<file path="config.mk">
export PLATFORM = sky130hd
export DESIGN_NAME = sysid_check_ctrl
export DESIGN_NICKNAME = d
export VERILOG_FILES = /design/src/rtl/sysid_check_ctrl_pkg.sv /design/src/rtl/sysid_check_ctrl_wait_timer.sv /design/src/rtl/sysid_check_ctrl.sv
export SDC_FILE = /design/constraint.sdc
export NUM_CORES = 1
export LEC_CHECK = 0
export CORE_MARGIN = 2
export CORE_UTILIZATION = 45
export DETAILED_ROUTE_END_ITERATION = 8
export PLACE_DENSITY = 0.77
export SLEW_MARGIN = 20
export SYNTH_ARGS = -nofsm -noshare
export SYNTH_HDL_FRONTEND = slang
export SYNTH_HIERARCHICAL = 1
export SYNTH_SLANG_ARGS = --single-unit
export TNS_END_PERCENT = 100
</file>
<file path="constraint.sdc">
create_clock -name clock -period 3.75 [get_ports clock]
set_clock_uncertainty 0.15 [all_clocks]
set_input_delay 0.375 -clock clock [delete_from_list [all_inputs] [get_ports clock]]
set_output_delay 0.375 -clock clock [all_outputs]
set_load 0.01 [all_outputs]
</file>
<file path="src/rtl/sysid_check_ctrl_pkg.sv">
// Shared definitions for the system-ID check controller.
//   state_t        : 3-bit FSM state encodings
//   SYSID_ADDR_*   : word addresses inside the system-ID slave
//   SYSID_EXP_*    : default expected ID and build timestamp; the same
//                    values appear in the software headers
package sysid_check_ctrl_pkg;

    typedef enum logic [2:0] {
        ST_IDLE  = 3'd0,
        ST_RD_ID = 3'd1,
        ST_RD_TS = 3'd2,
        ST_GAP   = 3'd3,
        ST_CMP   = 3'd4,
        ST_FAIL  = 3'd5
    } state_t;

    localparam logic SYSID_ADDR_ID = 1'b0;
    localparam logic SYSID_ADDR_TS = 1'b1;

    localparam logic [31:0] SYSID_EXP_ID = 32'd123456789;
    localparam logic [31:0] SYSID_EXP_TS = 32'd1375177753;

endpackage

</file>
<file path="src/rtl/sysid_check_ctrl_wait_timer.sv">
// sysid_wait_timer: 8-bit saturating wait-cycle counter.
//   clock, reset_n : clock and synchronous active-low reset
//   clr            : return the count to zero (has priority over inc)
//   inc            : count one more stalled cycle
//   limit          : number of stalled cycles tolerated (1..255)
//   expired        : high in the cycle whose increment reaches limit, so
//                    the owner can leave on exactly the limit-th stall
module sysid_wait_timer (
    input  logic       clock,
    input  logic       reset_n,
    input  logic       clr,
    input  logic       inc,
    input  logic [7:0] limit,
    output logic       expired
);

    logic [7:0] count;

    always_ff @(posedge clock) begin
        if (!reset_n) begin
            count <= 8'd0;
        end else if (clr) begin
            count <= 8'd0;
        end else if (inc && (count != 8'hFF)) begin
            count <= count + 8'd1;
        end
    end

    // Compared in 9 bits so a saturated count cannot wrap past the limit.
    assign expired = inc && (({1'b0, count} + 9'd1) >= {1'b0, limit});

endmodule

</file>
<file path="src/rtl/sysid_check_ctrl.sv">
// sysid_check_ctrl: Avalon-MM master that reads the system-ID slave
// (word 0 = ID, word 1 = build timestamp), compares both words with the
// expected values and reports the result to the boot/health logic.
//
// Ports
//   clock, reset_n     : clock, synchronous active-low reset
//   start              : one-cycle request, dropped while busy
//   avm_address        : 0 = ID word, 1 = timestamp word
//   avm_read           : read strobe
//   avm_readdata       : read data from the slave
//   avm_waitrequest    : slave stall
//   busy               : a check is in progress
//   done               : one-cycle pulse at the end of every check
//   id_ok, ts_ok       : captured word equals the expected value
//   timeout_err        : last check aborted after all retries timed out
//   id_value, ts_value : last captured words
//   dbg_state          : current FSM state
//
// Handshake: a read is a transfer in every cycle where avm_read=1 and
// avm_waitrequest=0; avm_readdata is taken in that same cycle. While
// avm_waitrequest=1 the master holds avm_read and avm_address unchanged
// until acceptance or until the wait limit drops the read for a one-cycle
// gap before the retry.
module sysid_check_ctrl
    import sysid_check_ctrl_pkg::*;
#(
    parameter logic [31:0] EXP_ID      = SYSID_EXP_ID,
    parameter logic [31:0] EXP_TS      = SYSID_EXP_TS,
    parameter bit          AUTO_START  = 1'b1,
    parameter int          TIMEOUT_CYC = 255,
    parameter int          MAX_RETRY   = 2
) (
    input  logic        clock,
    input  logic        reset_n,
    input  logic        start,
    output logic        avm_address,
    output logic        avm_read,
    input  logic [31:0] avm_readdata,
    input  logic        avm_waitrequest,
    output logic        busy,
    output logic        done,
    output logic        id_ok,
    output logic        ts_ok,
    output logic        timeout_err,
    output logic [31:0] id_value,
    output logic [31:0] ts_value,
    output logic [2:0]  dbg_state
);

    localparam logic [1:0] RETRY_LIMIT = 2'(MAX_RETRY);
    localparam logic [7:0] WAIT_LIMIT  = 8'(TIMEOUT_CYC);

    state_t     state;
    logic [1:0] retry;
    logic       started;   // low only until the first cycle after reset release
    logic       in_read;
    logic       wait_expired;

    assign in_read   = (state == ST_RD_ID) || (state == ST_RD_TS);
    assign dbg_state = state;

    sysid_wait_timer u_wait_timer (
        .clock   (clock),
        .reset_n (reset_n),
        .clr     (!in_read || !avm_waitrequest),
        .inc     (in_read && avm_waitrequest),
        .limit   (WAIT_LIMIT),
        .expired (wait_expired)
    );

    always_ff @(posedge clock) begin
        if (!reset_n) begin
            state       <= ST_IDLE;
            retry       <= 2'd0;
            started     <= 1'b0;
            avm_address <= 1'b0;
            avm_read    <= 1'b0;
            busy        <= 1'b0;
            done        <= 1'b0;
            id_ok       <= 1'b0;
            ts_ok       <= 1'b0;
            timeout_err <= 1'b0;
            id_value    <= 32'd0;
            ts_value    <= 32'd0;
        end else begin
            started <= 1'b1;
            done    <= 1'b0;
            case (state)
                ST_IDLE: begin
                    if (start || (AUTO_START && !started)) begin
                        state       <= ST_RD_ID;
                        busy        <= 1'b1;
                        avm_read    <= 1'b1;
                        avm_address <= SYSID_ADDR_ID;
                        id_ok       <= 1'b0;
                        ts_ok       <= 1'b0;
                        timeout_err <= 1'b0;
                        retry       <= 2'd0;
                    end
                end
                ST_RD_ID, ST_RD_TS: begin
                    if (!avm_waitrequest) begin
                        if (state == ST_RD_ID) begin
                            id_value    <= avm_readdata;
                            avm_address <= SYSID_ADDR_TS;
                            state       <= ST_RD_TS;
                        end else begin
                            ts_value <= avm_readdata;
                            avm_read <= 1'b0;
                            state    <= ST_CMP;
                        end
                    end else if (wait_expired) begin
                        // Address is left as is: GAP uses it to pick the phase to retry.
                        avm_read <= 1'b0;
                        if (retry < RETRY_LIMIT) begin
                            retry <= retry + 2'd1;
                            state <= ST_GAP;
                        end else begin
                            state <= ST_FAIL;
                        end
                    end
                end
                ST_GAP: begin
                    avm_read <= 1'b1;
                    state    <= (avm_address == SYSID_ADDR_TS) ? ST_RD_TS : ST_RD_ID;
                end
                ST_CMP: begin
                    id_ok <= (id_value == EXP_ID);
                    ts_ok <= (ts_value == EXP_TS);
                    done  <= 1'b1;
                    busy  <= 1'b0;
                    state <= ST_IDLE;
                end
                ST_FAIL: begin
                    timeout_err <= 1'b1;
                    done        <= 1'b1;
                    busy        <= 1'b0;
                    state       <= ST_IDLE;
                end
                default: begin
                    avm_read <= 1'b0;
                    busy     <= 1'b0;
                    state    <= ST_IDLE;
                end
            endcase
        end
    end

endmodule

</file>
# ---- Yosys cells after proc, flatten, opt, wreduce, memory -nomap -nowiden
# Index checks and enable logic that the tools add are counted.
dict set report word_totals {
  out_inout_bits 74
  word_cells 92
  register_bits 85
}
dict set report classes {
  bitwise_logic 5
  reduce_logical 26
  n_mux 27
  n_lt_le_gt_ge 2
  addsub 3
  eq_ne 16
}
# op count
set ops {}
lappend ops {{32-bit by 27-bit equality test with 1-bit output, second input constant} 1}
lappend ops {{32-bit by 31-bit equality test with 1-bit output, second input constant} 1}
lappend ops {{3-bit two-way mux} 5}
lappend ops {{2-bit two-way mux} 5}
lappend ops {{2-bit inequality test, second input constant} 5}
lappend ops {{1-bit one-hot mux with 2 select lines} 5}
lappend ops {{8-bit by 1-bit adder with 9-bit output, second input constant} 1}
lappend ops {{9-bit by 8-bit >= comparator with 1-bit output, second input constant} 1}
lappend ops {{1-bit two-way mux} 9}
lappend ops {{3-bit one-hot mux with 3 select lines} 1}
lappend ops {{8-bit by 1-bit adder with 8-bit output, second input constant} 1}
lappend ops {{8-bit inequality test, second input constant} 1}
lappend ops {{2-bit AND reduction} 4}
lappend ops {{4-bit AND reduction} 2}
lappend ops {{3-bit by 2-bit equality test with 1-bit output, second input constant} 2}
lappend ops {{3-bit equality test, second input constant} 2}
lappend ops {{3-bit AND reduction} 2}
lappend ops {{2-bit nonzero test} 3}
lappend ops {{2-bit OR reduction} 3}
lappend ops {{1-bit NOT} 5}
lappend ops {{5-bit AND reduction} 1}
lappend ops {{1-bit one-hot mux with 4 select lines} 1}
lappend ops {{2-bit one-hot mux with 2 select lines} 1}
lappend ops {{3-bit by 1-bit equality test with 1-bit output, second input constant} 1}
lappend ops {{other kinds (10)} 16}

# ---- Logic depth before layout (Yosys ltp)
dict set report logic_depth {
  word_depth 7
  mapped_depth 13
  mapped_depth_nobuf 13
}

# ---- Hierarchy
# The synthesis kept the hierarchy.
# mod area_per_inst_um2 seq_area_each_um2 cells_each instances
set modules_own_cells {}
lappend modules_own_cells {sysid_check_ctrl 3124.2 1541.5 394 1}
lappend modules_own_cells {sysid_wait_timer 698.2 160.2 83 1}

# ---- Worst setup path before layout
# Ideal clock, no wire load.
dict set report synth_timing {
  kind {register to register}
  startpoint {reg state[0], in the netlist dbg_state[0]}
  endpoint {reg state[1], in the netlist dbg_state[1]}
  t_required_ns 3.530
  period_less_slack_ns 2.877
  n_path_buf 3
  t_arrival_ns 2.657
  stages_incl_launch_ff 13
  setup_ns 0.070
  path_slack_ns 0.873
  path_cell_list {dfxtp_1 buf_6 buf_2 xnor2_1 or3_1 inv_1 buf_1 nand2_1 o21ai_0 nand2b_1 nor2_1 or4_1 a21oi_1}
}
dict set report synth_via {
  elab_chain_cells 6
}
# item line
set synth_rtl {}
lappend synth_rtl {{start, declared} sysid_check_ctrl.sv:53} ;# state_t state;
lappend synth_rtl {{start signal, assigned} sysid_check_ctrl.sv:125} ;# state <= (avm_address == SYSID_ADDR_TS) ? ST_RD_TS : ST_RD_ID;
lappend synth_rtl {{3-bit by 1-bit equality test with 1-bit output or 3-bit by 2-bit equality test with 1-bit output (tied branches)} sysid_check_ctrl.sv:59} ;# assign in_read = (state == ST_RD_ID) || (state == ST_RD_TS);
lappend synth_rtl {{1-bit logical OR *} sysid_check_ctrl.sv:59}
lappend synth_rtl {{1-bit logical AND *} sysid_check_ctrl.sv:66} ;# .inc (in_read && avm_waitrequest),
lappend synth_rtl {{1-bit logical AND *} sysid_check_ctrl_wait_timer.sv:30} ;# assign expired = inc && (({1'b0, count} + 9'd1) >= {1'b0, limit});
lappend synth_rtl {{via wait_expired} sysid_check_ctrl.sv:57} ;# logic wait_expired;
lappend synth_rtl {{3-bit by 2-bit inequality test with 1-bit output (no line) *} -}
lappend synth_rtl {{2-bit AND reduction (no line) *} -}
# The timed path passes the listed nets; every way through them passes the cells marked *.
# A chain may end at the register's enable or synchronous reset.

# ---- Final worst setup path
dict set report layout_timing {
  startpoint {reg u_wait_timer.count[0]}
  endpoint {reg state[1], in the netlist dbg_state[1]}
}
dict set report layout_via {
  elab_chain_cells 5
}
# item line
set layout_rtl {}
lappend layout_rtl {{start, declared} sysid_check_ctrl_wait_timer.sv:17} ;# logic [7:0] count;
lappend layout_rtl {{start signal, assigned} sysid_check_ctrl_wait_timer.sv:25} ;# count <= count + 8'd1;
lappend layout_rtl {{8-bit by 1-bit adder with 9-bit output} sysid_check_ctrl_wait_timer.sv:30}
lappend layout_rtl {{9-bit by 8-bit >= comparator with 1-bit output} sysid_check_ctrl_wait_timer.sv:30}
lappend layout_rtl {{1-bit logical AND} sysid_check_ctrl_wait_timer.sv:30}
lappend layout_rtl {{via wait_expired} sysid_check_ctrl.sv:57}
lappend layout_rtl {{3-bit by 2-bit inequality test with 1-bit output (no line)} -}
lappend layout_rtl {{2-bit AND reduction (no line)} -}
# The timed path passes the listed nets, and every way through them passes these cells.

==> metrics.txt <==
number of antenna violations at the first check in global routing 0; cells along the critical path ha_1 > nand3_4 > nor2_1 > xor2_1 > ha_1 > nand2_1 > nor2_1 > a21oi_1 > o21ai_0 > nand2b_1 > nor2_1 > or4_1 > a21oi_1; count of boundary I/O pins 110; number of CTS-inserted buffers 9; antenna cells 0; hold violation total from the final report 0; Buffers & Inverters on Critical Path 0; number of cells on the worst hold path 2; Commonest cells post-synth sky130_fd_sc_hd__nand2_1, sky130_fd_sc_hd__dfxtp_1, sky130_fd_sc_hd__a21oi_1; sum of negative setup slack 0 ns; Initial DRC Count 185; most repeated library cell on the critical path sky130_fd_sc_hd__nor2_1; measured slew at the worst slew-check pin 0.677 ns; Final Util 62.5%; flop-to-flop setup slack 0.56 ns; overall die area 9250 sq um; sequential share of the synthesized area 44.5%; maximum clock frequency 313 MHz; YS warnings 6; Filler Cells Inserted 723; layout cells sized above 1 6.15%; Worst setup EP type flop; Seq cells post-synth 85; number of flops mapped to enable cells by yosys 0; length in cells of the worst reg-to-reg path 13; number of H-tree branching levels 3; final-stage net count 626; setup repair bufs after CTS 0; cell area after technology mapping 3820 sq um; leakage component of the power 1.85 nW; worst path required time 3.89 ns; number of antenna-violating nets in the routed design 0; timing endpoint of the critical path dbg_state[1]; CTS tree done; predominant post-synthesis flop cell sky130_fd_sc_hd__dfxtp_1; starting density of the core 46.5%; Avg Synthesized Cell Area 8.01 sq um; Crit-path slowest cell sky130_fd_sc_hd__o21ai_0; maximum buffer depth of the clock tree 2; total length of routed wires 10.2 mm; ratio of routed vias to standard cells 5.29; number of rows in the core area 33; placeable core area 8220 sq um; Netlist cell types 53; routability congestion estimate 0.849; Max IR drop VDD 204 uV; longest individual stage delay on the worst path 0.46 ns; Detail Placement HPWL 7.22 mm; final critical-path setup slack 0.557 ns; GRT Util Overall 22.0%; cells resized by post-CTS repair 0; leading cell types by total area after synthesis sky130_fd_sc_hd__dfxtp_1, sky130_fd_sc_hd__nand2_1, sky130_fd_sc_hd__a21oi_1; max-cap violations 0; outcome finished clean; height of the die 96.2 um; vias post-DR 3647; Async S/R FF share, synth 0%; max_slew headroom 54.8%; max-slew violation count 0; synthesized instance count 477; Startpoint Class flop; largest net degree at the start of global routing 66; layout overhead on the synthesized area 34.3%; worst skew pair latency 0.36 ns; Crit path arrival time 3.33 ns; most numerous cell in the Yosys netlist sky130_fd_sc_hd__nand2_1; die width 96.2 um; DR DRC count 0; launch point of the critical path u_wait_timer/count[0]; startpoint-to-endpoint class of the critical path reg -> reg; CP Depth 13; number of global-route vias before repair 3305; hold buffer count at cts 0; terminus of the critical flop-to-flop path dbg_state[1]; cell family with the largest share of critical-path delay simple AND/OR/NAND/NOR gates; Yosys top cell area share 44.5%; average wire per standard cell 14.7 um; root buffer selected by CTS sky130_fd_sc_hd__clkbuf_8; worst reg2reg startpoint u_wait_timer/count[0]; first-pass GRT wire length 15.8 mm; final cycle utilization of the critical path 85.2%; sum of overflow across all layers after global routing 0; power density over the cells 366 nW/um^2; largest fanout on the critical path 5; worst slack at placement 0.552 ns; number of search-and-repair iterations in the first detailed-routing pass 4; Finish-stage setup viols 0; clock-pin slew on the worst setup and hold paths 0.08 ns; RSZ-0062 raised after global routing false; Hold/Removal Path Class reg -> reg; post-synthesis cell type with the largest combined area sky130_fd_sc_hd__dfxtp_1; number of buffer cells added on primary ports 109; origin of the worst min-delay path avm_read; final critical path time including I/O delays and setup 3.19 ns; number of sinks on the clock net 85
-- layer usage --
| metal | routed length (um) | global-route usage [%] | vias up |
|---|---|---|---|
| met2 | 4870 | 35.1 | 121 |
| met4 | 253 | 8.93 | 0 |
| met1 | 4440 | 29.2 | 1701 |
| met3 | 622 | 4.07 | 17 |
| met5 | 0 | 0 | - |
| li1 | - | - | 1808 |
-- placed cells by master, fill, tap and decap left out, types with 3 or more instances in the layout --
cell type | Yosys | final
sky130_fd_sc_hd__o21ai_0 | 7 | 7
sky130_fd_sc_hd__nand3_1 | 7 | 7
sky130_fd_sc_hd__buf_4 | 1 | 7
sky130_fd_sc_hd__xnor2_1 | 3 | 3
sky130_fd_sc_hd__dfxtp_1 | 85 | 85
sky130_fd_sc_hd__nor3_1 | 7 | 7
sky130_fd_sc_hd__nand2_1 | 145 | 144
sky130_fd_sc_hd__clkinv_4 | 0 | 3
sky130_fd_sc_hd__nor2_1 | 21 | 21
sky130_fd_sc_hd__mux2i_1 | 4 | 4
sky130_fd_sc_hd__nand4_1 | 4 | 4
sky130_fd_sc_hd__ha_1 | 9 | 9
sky130_fd_sc_hd__inv_1 | 12 | 11
sky130_fd_sc_hd__clkdlybuf4s50_1 | 0 | 109
sky130_fd_sc_hd__clkbuf_8 | 0 | 9
sky130_fd_sc_hd__nor4bb_1 | 3 | 3
sky130_fd_sc_hd__nor2b_1 | 3 | 3
sky130_fd_sc_hd__xor2_1 | 6 | 6
sky130_fd_sc_hd__nand2b_1 | 3 | 3
sky130_fd_sc_hd__a21oi_1 | 80 | 80
sky130_fd_sc_hd__conb_1 | 1 | 8
sky130_fd_sc_hd__nor4b_1 | 6 | 6
sky130_fd_sc_hd__or3_1 | 4 | 4
-- per-stage QoR --
step / cell area, sq um / hold slack [ns] / total power, mW / cells
floorplan: 3850 / 0.253 / 1.12 / 484
global placement: 4940 / 0.294 / 1.25 / 675
detailed placement: 4940 / 0.313 / 1.25 / 675
CTS: 5130 / 0.326 / 1.89 / 690
global route: 5130 / 0.335 / 1.95 / 690
finish: 5130 / 0.325 / 1.88 / 690
-- where the power goes --
part | internal (mW) | switching [mW] | leakage, nW
clock network | 0.310 | 0.337 | 0.0959
logic | 0.132 | 0.139 | 1.06
registers | 0.934 | 0.0251 | 0.689
-- cells by family after synthesis --
kind of cell             after synthesis  share of synthesized area [%]
AND/OR/NAND/NOR                      225                           28.2
buffers and inverters                 43                           6.38
AO/OA/AOI/OAI                        101                           14.8
other                                  1                         0.0981
adder cells (fa/ha/maj)                9                           2.95
XOR/XNOR                               9                           2.06
multiplexers                           4                           1.05
flip-flops                            85                           44.5
-- worst register-to-register path: cells and delay by family, from the launching register on --
| family | cells | cell delay [ns] |
|---|---|---|
| simple gates | 7 | 1.29 |
| compound gates | 3 | 0.65 |
| fa+ha+maj | 2 | 0.45 |
| flops | 1 | 0.42 |
| xor+xnor | 1 | 0.19 |
-- state kept, by name, indices dropped and copies added (netlist names) --
register and cells:
avm_address 1, avm_read 1, busy 1, dbg_state 3, done 1, id_ok 1, id_value 32, retry 2
started 1, timeout_err 1, ts_ok 1, ts_value 32, u_wait_timer/count 8
-- final cells by class --
type                            count  area, sq um  area share [%]
Multi-Input combinational cell    356         1910            37.2
Inverter                           13         50.0           0.975
Clock buffer                        9          124            2.41
Timing Repair Buffer              116         1140            22.3
Clock inverter                      6         72.6            1.41
Tap cell                          105          131            2.56
Sequential cell                    85         1700            33.1
-- worst min path at each step --
stage                   endpoint  slack, ns
global route            avm_read       0.34
floorplan                started       0.25
detailed placement  ts_value[11]       0.31
global placement           id_ok       0.29
CTS                 ts_value[11]       0.33
finish                  avm_read       0.33
Note: power is estimated with default switching activity, not from simulation.
